--- src/rtl/mul_pkg.sv ---
// Shared definitions for the multi-cycle multiply unit: command encodings,
// FSM state type and command decode helpers.
package mul_pkg;

  localparam logic [2:0] CMD_MUL   = 3'b000;
  localparam logic [2:0] CMD_MLA   = 3'b001;
  localparam logic [2:0] CMD_UMULL = 3'b100;
  localparam logic [2:0] CMD_UMLAL = 3'b101;
  localparam logic [2:0] CMD_SMULL = 3'b110;
  localparam logic [2:0] CMD_SMLAL = 3'b111;

  typedef enum logic [1:0] {
    S_IDLE = 2'd0,
    S_CALC = 2'd1,
    S_FIX  = 2'd2,
    S_DONE = 2'd3
  } mul_state_t;

  function automatic logic is_long(input logic [2:0] cmd);
    return (cmd == CMD_UMULL) || (cmd == CMD_UMLAL) ||
           (cmd == CMD_SMULL) || (cmd == CMD_SMLAL);
  endfunction

  function automatic logic is_signed(input logic [2:0] cmd);
    return (cmd == CMD_SMULL) || (cmd == CMD_SMLAL);
  endfunction

  function automatic logic is_acc(input logic [2:0] cmd);
    return (cmd == CMD_MLA) || (cmd == CMD_UMLAL) || (cmd == CMD_SMLAL);
  endfunction

  // 010 and 011 are the only encodings outside the multiply family
  function automatic logic is_legal(input logic [2:0] cmd);
    return (cmd != 3'b010) && (cmd != 3'b011);
  endfunction

endpackage

--- src/rtl/mul_if.sv ---
// Request/response bundle between the EXE stage and the multiply unit.
interface mul_if #(parameter int DATA_LEN = 32);
  logic                start;
  logic [2:0]          MUL_CMD;
  logic [DATA_LEN-1:0] Rm;
  logic [DATA_LEN-1:0] Rs;
  logic [DATA_LEN-1:0] Acc_Hi;
  logic [DATA_LEN-1:0] Acc_Lo;
  logic                busy;
  logic                done;
  logic [DATA_LEN-1:0] Res_Hi;
  logic [DATA_LEN-1:0] Res_Lo;
  logic                N;
  logic                Z;

  modport master (
    output start, MUL_CMD, Rm, Rs, Acc_Hi, Acc_Lo,
    input  busy, done, Res_Hi, Res_Lo, N, Z
  );

  modport slave (
    input  start, MUL_CMD, Rm, Rs, Acc_Hi, Acc_Lo,
    output busy, done, Res_Hi, Res_Lo, N, Z
  );
endinterface

--- src/rtl/mul_step.sv ---
// One shift-and-add iteration: retires BITS_PER_CYCLE multiplier bits into
// the double-width partial sum.
module mul_step #(
  parameter int DATA_LEN       = 32,
  parameter int BITS_PER_CYCLE = 1
) (
  input  logic [2*DATA_LEN-1:0] psum_i,
  input  logic [2*DATA_LEN-1:0] mcand_i,
  input  logic [DATA_LEN-1:0]   mplier_i,
  output logic [2*DATA_LEN-1:0] psum_o,
  output logic [2*DATA_LEN-1:0] mcand_o,
  output logic [DATA_LEN-1:0]   mplier_o
);

  always_comb begin
    psum_o = psum_i;
    for (int i = 0; i < BITS_PER_CYCLE; i++) begin
      if (mplier_i[i]) psum_o = psum_o + (mcand_i << i);
    end
    mcand_o  = mcand_i << BITS_PER_CYCLE;
    mplier_o = mplier_i >> BITS_PER_CYCLE;
  end

endmodule

--- src/rtl/mul_unit.sv ---
// Multi-cycle MUL/MLA/UMULL/UMLAL/SMULL/SMLAL unit with start/busy/done handshake.
// Optional MUL_EARLY_TERM_EN: leave CALC as soon as the remaining multiplier bits are zero.
module mul_unit
  import mul_pkg::*;
#(
  parameter int DATA_LEN       = 32,
  parameter int BITS_PER_CYCLE = 1
) (
  input logic clk,
  input logic rst,
  mul_if.slave bus
);

  localparam int NSTEP = DATA_LEN / BITS_PER_CYCLE;
  localparam int CW    = $clog2(NSTEP + 1);
  localparam int PW    = 2 * DATA_LEN;

  mul_state_t          state_q, state_d;
  logic [CW-1:0]       cnt_q, cnt_d;
  logic [PW-1:0]       psum_q, psum_d;
  logic [PW-1:0]       mcand_q, mcand_d;
  logic [DATA_LEN-1:0] mplier_q, mplier_d;
  logic [PW-1:0]       acc_q, acc_d;
  logic [2:0]          cmd_q, cmd_d;
  logic                neg_q, neg_d;
  logic [DATA_LEN-1:0] res_hi_q, res_hi_d;
  logic [DATA_LEN-1:0] res_lo_q, res_lo_d;
  logic                n_q, n_d;
  logic                z_q, z_d;

  logic [PW-1:0]       psum_nx, mcand_nx;
  logic [DATA_LEN-1:0] mplier_nx;
  logic                last_step;
  logic                cap_signed;
  logic [DATA_LEN-1:0] rm_mag, rs_mag;
  logic [PW-1:0]       prod, sum;

  mul_step #(
    .DATA_LEN       (DATA_LEN),
    .BITS_PER_CYCLE (BITS_PER_CYCLE)
  ) u_step (
    .psum_i   (psum_q),
    .mcand_i  (mcand_q),
    .mplier_i (mplier_q),
    .psum_o   (psum_nx),
    .mcand_o  (mcand_nx),
    .mplier_o (mplier_nx)
  );

`ifdef MUL_EARLY_TERM_EN
  assign last_step = (cnt_q == CW'(NSTEP - 1)) || (mplier_nx == '0);
`else
  assign last_step = (cnt_q == CW'(NSTEP - 1));
`endif

  // FSM state register
  always_ff @(posedge clk or posedge rst) begin
    if (rst) state_q <= S_IDLE;
    else     state_q <= state_d;
  end

  // FSM next state
  always_comb begin
    state_d = state_q;
    case (state_q)
      S_IDLE:  if (bus.start) state_d = S_CALC;
      S_CALC:  if (last_step) state_d = S_FIX;
      S_FIX:   state_d = S_DONE;
      S_DONE:  state_d = S_IDLE;
      default: state_d = S_IDLE;
    endcase
  end

  // FSM outputs
  always_comb begin
    bus.busy = (state_q != S_IDLE);
    bus.done = (state_q == S_DONE);
  end

  // Signed commands multiply magnitudes; 2^(DATA_LEN-1) is its own negation,
  // which read as unsigned is the exact magnitude of the most-negative value.
  always_comb begin
    cap_signed = is_signed(bus.MUL_CMD);
    rm_mag = (cap_signed && bus.Rm[DATA_LEN-1]) ? -bus.Rm : bus.Rm;
    rs_mag = (cap_signed && bus.Rs[DATA_LEN-1]) ? -bus.Rs : bus.Rs;
    prod   = neg_q ? -psum_q : psum_q;
    sum    = prod + acc_q;
  end

  always_comb begin
    cnt_d    = cnt_q;
    psum_d   = psum_q;
    mcand_d  = mcand_q;
    mplier_d = mplier_q;
    acc_d    = acc_q;
    cmd_d    = cmd_q;
    neg_d    = neg_q;
    res_hi_d = res_hi_q;
    res_lo_d = res_lo_q;
    n_d      = n_q;
    z_d      = z_q;
    case (state_q)
      S_IDLE: if (bus.start) begin
        cnt_d    = '0;
        psum_d   = '0;
        mcand_d  = {{DATA_LEN{1'b0}}, rm_mag};
        mplier_d = rs_mag;
        cmd_d    = bus.MUL_CMD;
        neg_d    = cap_signed && (bus.Rm[DATA_LEN-1] ^ bus.Rs[DATA_LEN-1]);
        if (!is_acc(bus.MUL_CMD))      acc_d = '0;
        else if (is_long(bus.MUL_CMD)) acc_d = {bus.Acc_Hi, bus.Acc_Lo};
        else                           acc_d = {{DATA_LEN{1'b0}}, bus.Acc_Lo};
      end
      S_CALC: begin
        cnt_d    = cnt_q + CW'(1);
        psum_d   = psum_nx;
        mcand_d  = mcand_nx;
        mplier_d = mplier_nx;
      end
      S_FIX: begin
        if (!is_legal(cmd_q)) begin
          res_hi_d = '0;
          res_lo_d = '0;
          n_d      = 1'b0;
          z_d      = 1'b1;
        end else if (is_long(cmd_q)) begin
          res_hi_d = sum[PW-1:DATA_LEN];
          res_lo_d = sum[DATA_LEN-1:0];
          n_d      = sum[PW-1];
          z_d      = (sum == '0);
        end else begin
          res_hi_d = '0;
          res_lo_d = sum[DATA_LEN-1:0];
          n_d      = sum[DATA_LEN-1];
          z_d      = (sum[DATA_LEN-1:0] == '0);
        end
      end
      default: ;
    endcase
  end

  // Control and architecturally visible results are reset
  always_ff @(posedge clk or posedge rst) begin
    if (rst) begin
      cnt_q    <= '0;
      res_hi_q <= '0;
      res_lo_q <= '0;
      n_q      <= 1'b0;
      z_q      <= 1'b0;
    end else begin
      cnt_q    <= cnt_d;
      res_hi_q <= res_hi_d;
      res_lo_q <= res_lo_d;
      n_q      <= n_d;
      z_q      <= z_d;
    end
  end

  // Working datapath is always reloaded at capture, so it carries no reset
  always_ff @(posedge clk) begin
    psum_q   <= psum_d;
    mcand_q  <= mcand_d;
    mplier_q <= mplier_d;
    acc_q    <= acc_d;
    cmd_q    <= cmd_d;
    neg_q    <= neg_d;
  end

  assign bus.Res_Hi = res_hi_q;
  assign bus.Res_Lo = res_lo_q;
  assign bus.N      = n_q;
  assign bus.Z      = z_q;

endmodule

--- src/flat_wrapper.sv ---
// flat-port wrapper written by rule: the top's interface ports become plain ports
module mul_unit_flat import mul_pkg::*;
#(
  parameter int DATA_LEN       = 32,
  parameter int BITS_PER_CYCLE = 1
)
  (clk, rst, bus_start, bus_MUL_CMD, bus_Rm, bus_Rs, bus_Acc_Hi, bus_Acc_Lo, bus_busy, bus_done, bus_Res_Hi, bus_Res_Lo, bus_N, bus_Z);
  mul_if #(.DATA_LEN(DATA_LEN)) bus_i ();
  input logic clk;
  input logic rst;
  input wire logic [$bits(bus_i.start)-1:0] bus_start;
  input wire logic [$bits(bus_i.MUL_CMD)-1:0] bus_MUL_CMD;
  input wire logic [$bits(bus_i.Rm)-1:0] bus_Rm;
  input wire logic [$bits(bus_i.Rs)-1:0] bus_Rs;
  input wire logic [$bits(bus_i.Acc_Hi)-1:0] bus_Acc_Hi;
  input wire logic [$bits(bus_i.Acc_Lo)-1:0] bus_Acc_Lo;
  output wire logic [$bits(bus_i.busy)-1:0] bus_busy;
  output wire logic [$bits(bus_i.done)-1:0] bus_done;
  output wire logic [$bits(bus_i.Res_Hi)-1:0] bus_Res_Hi;
  output wire logic [$bits(bus_i.Res_Lo)-1:0] bus_Res_Lo;
  output wire logic [$bits(bus_i.N)-1:0] bus_N;
  output wire logic [$bits(bus_i.Z)-1:0] bus_Z;
  assign bus_i.start = bus_start;
  assign bus_i.MUL_CMD = bus_MUL_CMD;
  assign bus_i.Rm = bus_Rm;
  assign bus_i.Rs = bus_Rs;
  assign bus_i.Acc_Hi = bus_Acc_Hi;
  assign bus_i.Acc_Lo = bus_Acc_Lo;
  assign bus_busy = bus_i.busy;
  assign bus_done = bus_i.done;
  assign bus_Res_Hi = bus_i.Res_Hi;
  assign bus_Res_Lo = bus_i.Res_Lo;
  assign bus_N = bus_i.N;
  assign bus_Z = bus_i.Z;
  mul_unit #(.DATA_LEN(DATA_LEN), .BITS_PER_CYCLE(BITS_PER_CYCLE)) u_core (.clk(clk), .rst(rst), .bus(bus_i));
endmodule
--- config.mk ---
export PLATFORM = sky130hd
export DESIGN_NAME = mul_unit_flat
export DESIGN_NICKNAME = d
export VERILOG_FILES = /design/src/rtl/mul_pkg.sv /design/src/rtl/mul_if.sv /design/src/rtl/mul_step.sv /design/src/rtl/mul_unit.sv /design/src/flat_wrapper.sv
export SDC_FILE = /design/constraint.sdc
export NUM_CORES = 1
export LEC_CHECK = 0
export CELL_PAD_IN_SITES_DETAIL_PLACEMENT = 0
export CELL_PAD_IN_SITES_GLOBAL_PLACEMENT = 2
export CORE_ASPECT_RATIO = 0.9
export CORE_MARGIN = 3
export CORE_UTILIZATION = 41
export DETAILED_ROUTE_END_ITERATION = 6
export DONT_BUFFER_PORTS = 1
export PLACE_DENSITY = 0.87
export SETUP_SLACK_MARGIN = 0.4
export SLEW_MARGIN = 10
export SYNTH_ARGS = -nofsm -noshare
export SYNTH_HDL_FRONTEND = slang
export SYNTH_SLANG_ARGS = --single-unit
--- constraint.sdc ---
create_clock -name clk -period 8.27 [get_ports clk]
set_input_delay 2.481 -clock clk [delete_from_list [all_inputs] [get_ports clk]]
set_output_delay 2.481 -clock clk [all_outputs]
set_load 0.02 [all_outputs]
==> results of run 1 <==
[path summary, 6_finish.rpt]
kind | depth (start not counted) | to | slack (ns)
max | 23 | u_core.bus.Z$_DFFE_PP0P_ | 0.99
min | 1 | u_core.cnt_q[4]$_DFFE_PP0P_ | 0.51
max reg2reg | 23 | u_core.bus.Z$_DFFE_PP0P_ | 0.99
min reg2reg | 1 | u_core.cnt_q[4]$_DFFE_PP0P_ | 0.51
max in group asynchronous | 2 | u_core.cnt_q[0]$_DFFE_PP0P_ | 5.44
min in group asynchronous | 1 | u_core.bus.Res_Lo[6]$_DFFE_PP0P_ | 1.71
[flip-flops by register name (all words and copies together) (netlist names)]
| register | flops |
|---|---|
| u_core.bus.N | 1 |
| u_core.acc_q | 64 |
| u_core.cnt_q | 6 |
| u_core.bus.Res_Lo | 32 |
| u_core.psum_q | 64 |
| u_core.mcand_q | 64 |
| u_core.bus.Res_Hi | 32 |
| u_core.state_q | 2 |
| u_core.cmd_q | 2 |
| u_core.bus.Z | 1 |
| u_core.mplier_q | 32 |
| u_core.neg_q | 1 |
[stage by stage]
| step | worst slack (ns) | instances | utilization | area [um^2] |
|---|---|---|---|---|
| 6_report | 0.986 | 2983 | 0.452 | 23500 |
| 3_3_place_gp | 1.17 | 2918 | 0.427 | 22200 |
| 3_5_place_dp | 1.01 | 2918 | 0.427 | 22200 |
| 5_1_grt | 0.496 | 2983 | 0.452 | 23500 |
| 2_1_floorplan | 1.41 | 2321 | - | 21700 |
| 4_1_cts | 0.977 | 2983 | 0.452 | 23500 |
[synthesized netlist by cell type, drive strengths merged, types with 8 or more instances]
cell type | count | area share
a211oi | 20 | 0.0069
a21o | 81 | 0.028
a21oi | 165 | 0.038
a22o | 28 | 0.011
a31oi | 21 | 0.0064
and2 | 80 | 0.023
and3 | 59 | 0.017
clkbuf | 97 | 0.017
dfrtp | 74 | 0.086
edfxtp | 227 | 0.31
ha | 140 | 0.081
inv | 66 | 0.011
mux2i | 8 | 0.0037
nand2 | 225 | 0.039
nand2b | 18 | 0.0052
nand3 | 41 | 0.0095
nand4 | 31 | 0.0090
nor2 | 164 | 0.029
nor2b | 13 | 0.0038
nor3 | 41 | 0.0095
nor4 | 26 | 0.0088
o211ai | 10 | 0.0035
o21a | 18 | 0.0062
o21ai | 186 | 0.043
o21bai | 20 | 0.0069
o2bb2ai | 29 | 0.012
o31ai | 40 | 0.014
o41ai | 16 | 0.0068
or3 | 21 | 0.0061
or4 | 19 | 0.0071
xnor2 | 142 | 0.058
xor2 | 83 | 0.034
[cell families after synthesis]
logic type,count (synthesis)
DFF,301
muxes,12
and+or+nand+nor,770
buffers and inverters,168
AOI/OAI and AO/OA,703
xor gates and xnor gates,225
adders and majority gates,142
[routing by layer]
metal / vias to the layer above / global-route usage / share of wire
met3: 88 / 0.0405 / 0.066
met2: 486 / 0.319 / 0.42
met5: - / 0 / 0
li1: 8532 / - / -
met1: 8384 / 0.321 / 0.49
met4: 0 / 0.0672 / 0.027
[cell type report]
cell class | instances | area, um^2 | share of cell area
Clock buffer | 45 | 1030 | 0.0440
Clock inverter | 20 | 220 | 0.00938
Inverter | 67 | 254 | 0.0108
Multi-Input combinational cell | 1852 | 12400 | 0.527
Sequential cell | 301 | 8670 | 0.369
Tap cell | 688 | 861 | 0.0367
Timing Repair Buffer | 10 | 75.1 | 0.00320
==> metrics.md, run 1 <==
| Metric | Value |
|---|---|
| Outcome | completed |
| Rel. slew slack | 0.281 |
| CP bufs+invs | 0 |
| Crit Path Category | reg2reg |
| Fmax | 0.137 GHz |
| Tcrit/Tclk final | 0.881 |
| CP startpoint | u_core.psum_q[8]$_SDFFCE_PN0P_ |
| Via/cell ratio | around 5.9 |
| Simple logic cell fraction of the synthesized area | 0.179 |
| Hold path start | u_core.cnt_q[4]$_DFFE_PP0P_ |
| Port Buf Inserts | 0 |
| Hold_buf cts | 0 |
| Layout area overhead | 8.45% |
| First-pass GRT wire length | roughly 95 mm |
| Post-CTS resize count | 0 |
| Final Hold Fails | 0 |
| Most frequent cells in the layout | 227 x edfxtp_1, 225 x nand2_1, 165 x a21oi_1 |
| Post-Synthesis Cells | approximately 2,300 |
| TNS Setup | 0 ns |
| Unique masters post-synth | 85 |
| Worst Setup Start Kind | register |
| Total gr overflow | 0 |
| CTS tree | done |
| Slowest stage cell, crit path | or4_4 |
| Setup Skew | 0.0217 ns |
| Synth Area in XOR/XNOR | 0.0914 |
| H-Tree Level Count | 2 |
| Clock Path Buffers | 3 |
| Arr. time, crit path | 7.75 ns |
| Die width | ~250 um |
| Post-synthesis adder-cell area fraction | 0.0827 |
| Ports | 202 |
| CP required | 8.74 ns |
| Synth Flop Type | edfxtp_1 |
| Clk pin slew, worst setup/hold paths | 0.06 ns |
| WL/cell | 20.5 um |
| EDFF count, synth | approximately 230 |
| Via count | between 15,000 and 20,000 |
| Post-Route WL | between 60 and 70 mm |
| RSZ-0062 raised after global routing | false |
| Ys async rst share | 0.246 |
| Pin count of the biggest net entering global routing | between 100 and 150 |
| Share of cells above drive strength 1 | 0.0453 |
| Hold slack | slightly above 0.5 ns |
| Crit path cell chain | or4_4 > nor4_4 > nand3_1 > or3b_1 > or4_1 > or3_1 > or3_1 > or2_1 > o21ai_1 > xnor2_1 > ha_1 > a21oi_1 > o21bai_1 > a21o_1 > a211o_1 > a41oi_1 > o21ai_1 > o41a_1 > a21o_1 > a21oi_1 > xnor2_1 > or4_1 > o22ai_2 |
| Vias in the first global route | roughly 17,000 |
| Antenna violations before repair | 1 |
| Mux cell area share after synthesis | 0.00578 |
| Antenna Nets Post-Route | 0 |
| Clock root buffer master | clkbuf_16 |
| Largest family of logic cells by synthesized area | compound AO/OA/AOI/OAI gates |
| NumNets Final | approximately 2,500 |
| First-pass iteration count of the detailed router | 5 |
| Crit Path Max Fanout | 11 |
| Post-synthesis compound-gate area fraction | 0.211 |
| Most common cell after layout, fill and taps aside | edfxtp_1 |
| Clock Latency Late Sink | about 0.56 ns |
| Synth Register Bits | 301 |
| Die Area | approximately 56,000 um^2 |
| Antenna Diode Count | 0 |
| # fillers | roughly 5,000 |
| Fin crit period | 7.28 ns |
| YS warnings | 0 |
| Rows | 79 |
| Crit-path max cell delay | approximately 0.59 ns |
| Delay-heaviest family, CP | simple AND/OR/NAND/NOR gates |
| Synth Net Count | 2,597 |
| Fin. max-slew vios | 0 |
| Clock sink total | between 300 and 400 |
| Initial cell density of the core | 0.416 |
| Final setup vio count | 0 |
| Sequential-to-total area share from yosys stat | 0.400 |
| Crit. End Element | register |
| GRT Total Usage | 0.217 |
| Syn Area/Cell | about 9.3 um^2 |
| Initial drt markers | 1,229 |
| # DRC | 0 |
| Max-cap violations | 0 |
| Setup Buffers After CTS | 0 |
| Synthesized cell area | around 22,000 um^2 |
| Die H | 224 um |
| Hpwl dp | 47.2 mm |
| Global placement routability congestion | just over 0.9 |
| Cts bufs inserted | 36 |
| Hold crit path type | reg2reg |
| Worst Max-Slew Pin Slew | between 1 and 1.5 ns |
| Reg2Reg Launch Point | u_core.psum_q[8]$_SDFFCE_PN0P_ |
| Core Area | ~52,000 um^2 |
Power of run 1 is not shown: default switching activity piles up to over one toggle a cycle in this logic, so the estimate is an artifact.
==> run 2: changes to the inputs <==
- CORE_UTILIZATION: 41 -> 37
- PLACE_DENSITY: 0.87 -> 0.83
- clock period: 8.27 -> 6.35 ns (I/O delays scaled with it)
==> metrics.md, run 2 (synthesis gave the netlist of run 1 again) <==
| Metric | Value |
|---|---|
| Fin crit period | roughly 6.4 ns |
| Clk pin slew, worst setup/hold paths | approximately 0.05 ns |
| GRT Total Usage | 0.201 |
| R2R setup slack | -0.04 ns |
| Worst r2r dst | u_core.bus.N$_DFFE_PP0P_ |
| Port Buf Inserts | 0 |
| Via count | approximately 18,000 |
| Antenna violations before repair | 3 |
| TNS Setup | -0.0375 ns |
| Hold slack | around 0.49 ns |
| Most frequent cells in the layout | 227 x edfxtp_1, 221 x nand2_1, 162 x nor2_1 |
| Arr. time, crit path | 6.81 ns |
| H-Tree Level Count | 2 |
| CTS tree | done |
| Total gr overflow | 0 |
| NumNets Final | ~2,700 |
| Max-cap violations | 0 |
| Reg2Reg Launch Point | u_core.psum_q[10]$_SDFFCE_PN0P_ |
| Layout area overhead | 15.4% |
| Rel. slew slack | 0.309 |
| Hold_buf cts | 0 |
| Core Area | roughly 57,000 um^2 |
| First-pass iteration count of the detailed router | 5 |
| Vias in the first global route | between 15,000 and 20,000 |
| Setup slack after layout | -0.0375 ns |
| Most common cell after layout, fill and taps aside | edfxtp_1 |
| Share of cells above drive strength 1 | 0.119 |
| Ports | 202 |
| Biggest regs | u_core.acc_q x64, u_core.mcand_q x64, u_core.psum_q x64 |
| Crit Path Max Fanout | 4 |
| Clock sink total | 301 |
| Clock root buffer master | clkbuf_16 |
| Hold crit path type | reg2reg |
| Hold path cells | 1 |
| Rows | between 80 and 90 |
| Failing checks | setup timing |
| RSZ-0062 raised after global routing | true |
| Hold endpoint | u_core.cnt_q[5]$_DFFE_PP0P_ |
| Hpwl dp | 49.4 mm |
| WL/cell | 20.0 um |
| Post-Route WL | ~64 mm |
| CP bufs+invs | 4 |
| Crit-path max cell delay | roughly 0.56 ns |
| Slowest stage cell, crit path | or4_4 |
| Initial cell density of the core | 0.377 |
| First-pass GRT wire length | ~98 mm |
| Global placement routability congestion | roughly 0.91 |
| Outcome | complete, but fails checks |
| Pin count of the biggest net entering global routing | 102 |
| Delay-heaviest family, CP | simple AND/OR/NAND/NOR gates |
| Tcrit/Tclk final | 1.01 |
| Crit. End Element | register |
| Worst Max-Slew Pin Slew | about 1.0 ns |
| Reg2reg path depth | 25 |
| # DRC | 0 |
| Die width | roughly 260 um |
| Clock Path Buffers | 3 |
| Via/cell ratio | 5.59 |
| Final Hold Fails | 0 |
| Fmax | 0.157 GHz |
| Setup Skew | roughly 0.024 ns |
| Initial drt markers | about 1,200 |
| Crit Path Category | reg2reg |
| CP required | around 6.8 ns |
| Hold path start | u_core.cnt_q[5]$_DFFE_PP0P_ |
| Worst Setup Start Kind | register |
| Die Area | just over 60,000 um^2 |
| Die H | 236 um |
| Antenna Nets Post-Route | 0 |
| CP most frequent cell | buf_6 |
| Fin. max-slew vios | 0 |
| Final setup vio count | 1 |
| Cts bufs inserted | 37 |
| Clock Latency Late Sink | between 0.5 and 0.6 ns |
==> run 2: cell count changes in the layout (fill, tap and decap cells not counted), moves of 6 or more <==
| cell | before | now |
|---|---|---|
| clkbuf_1 | 2 | 13 |
| buf_4 | 10 | 120 |
| o21ai_2 | 0 | 7 |
| a21oi_2 | 0 | 8 |
| buf_6 | 0 | 10 |
| a21oi_1 | 165 | 156 |
| clkinv_2 | 11 | 5 |
==> run 2: worst max-delay path by stage <==
stage | depth (start not counted) | endpoint | slack [ns] | startpoint
6_report | 25 | u_core.bus.N$_DFFE_PP0P_ | -0.04 | u_core.psum_q[10]$_SDFFCE_PN0P_
5_1_grt | 25 | u_core.bus.N$_DFFE_PP0P_ | -0.23 | u_core.psum_q[10]$_SDFFCE_PN0P_
4_1_cts | 23 | u_core.bus.Z$_DFFE_PP0P_ | 0.06 | u_core.psum_q[8]$_SDFFCE_PN0P_
3_5_place_dp | 24 | u_core.bus.Z$_DFFE_PP0P_ | -0.08 | u_core.psum_q[4]$_SDFFCE_PN0P_
3_3_place_gp | 23 | u_core.bus.Z$_DFFE_PP0P_ | -0.02 | u_core.psum_q[4]$_SDFFCE_PN0P_
2_1_floorplan | 23 | u_core.bus.Z$_DFFE_PP0P_ | 0.06 | u_core.psum_q[8]$_SDFFCE_PN0P_
==> run 2: repair_timing <==
item,4_1_cts,5_1_grt
buffers inserted,11,11
resized for setup,31,67
pin swaps,12,39
setup endpoints to repair,7,10
==> run 2: layout make-up <==
class / instances / area (um^2)
antenna: 2 / 5.00
clock buffer: 56 / 1080
clock inverter: 11 / 116
fill: 5508 / 32400
inverter: 67 / 256
multi-input combinational: 1852 / 12900
sequential: 301 / 8670
tap: 765 / 957
timing repair buffer: 130 / 1010
==> run 2: stage by stage <==
stage,cell area [um^2],worst slack (ns),util,cells
final,25000,-0.0375,0.435,3184
after global placement,23100,-0.0234,0.402,3093
after global routing,25000,-0.233,0.435,3182
after detailed placement,23100,-0.0817,0.402,3093
after CTS,24500,0.0637,0.427,3171
after floorplan,21700,0.0606,-,2321
==> run 2: routing by layer <==
| layer | share of wire | track usage | vias up |
|---|---|---|---|
| met5 | 0 | 0 | - |
| met4 | 0.032 | 0.0658 | 0 |
| met3 | 0.063 | 0.0395 | 103 |
| met2 | 0.42 | 0.293 | 446 |
| met1 | 0.49 | 0.298 | 8453 |
| li1 | - | - | 8784 |
Power of run 2 is left out for the same reason.
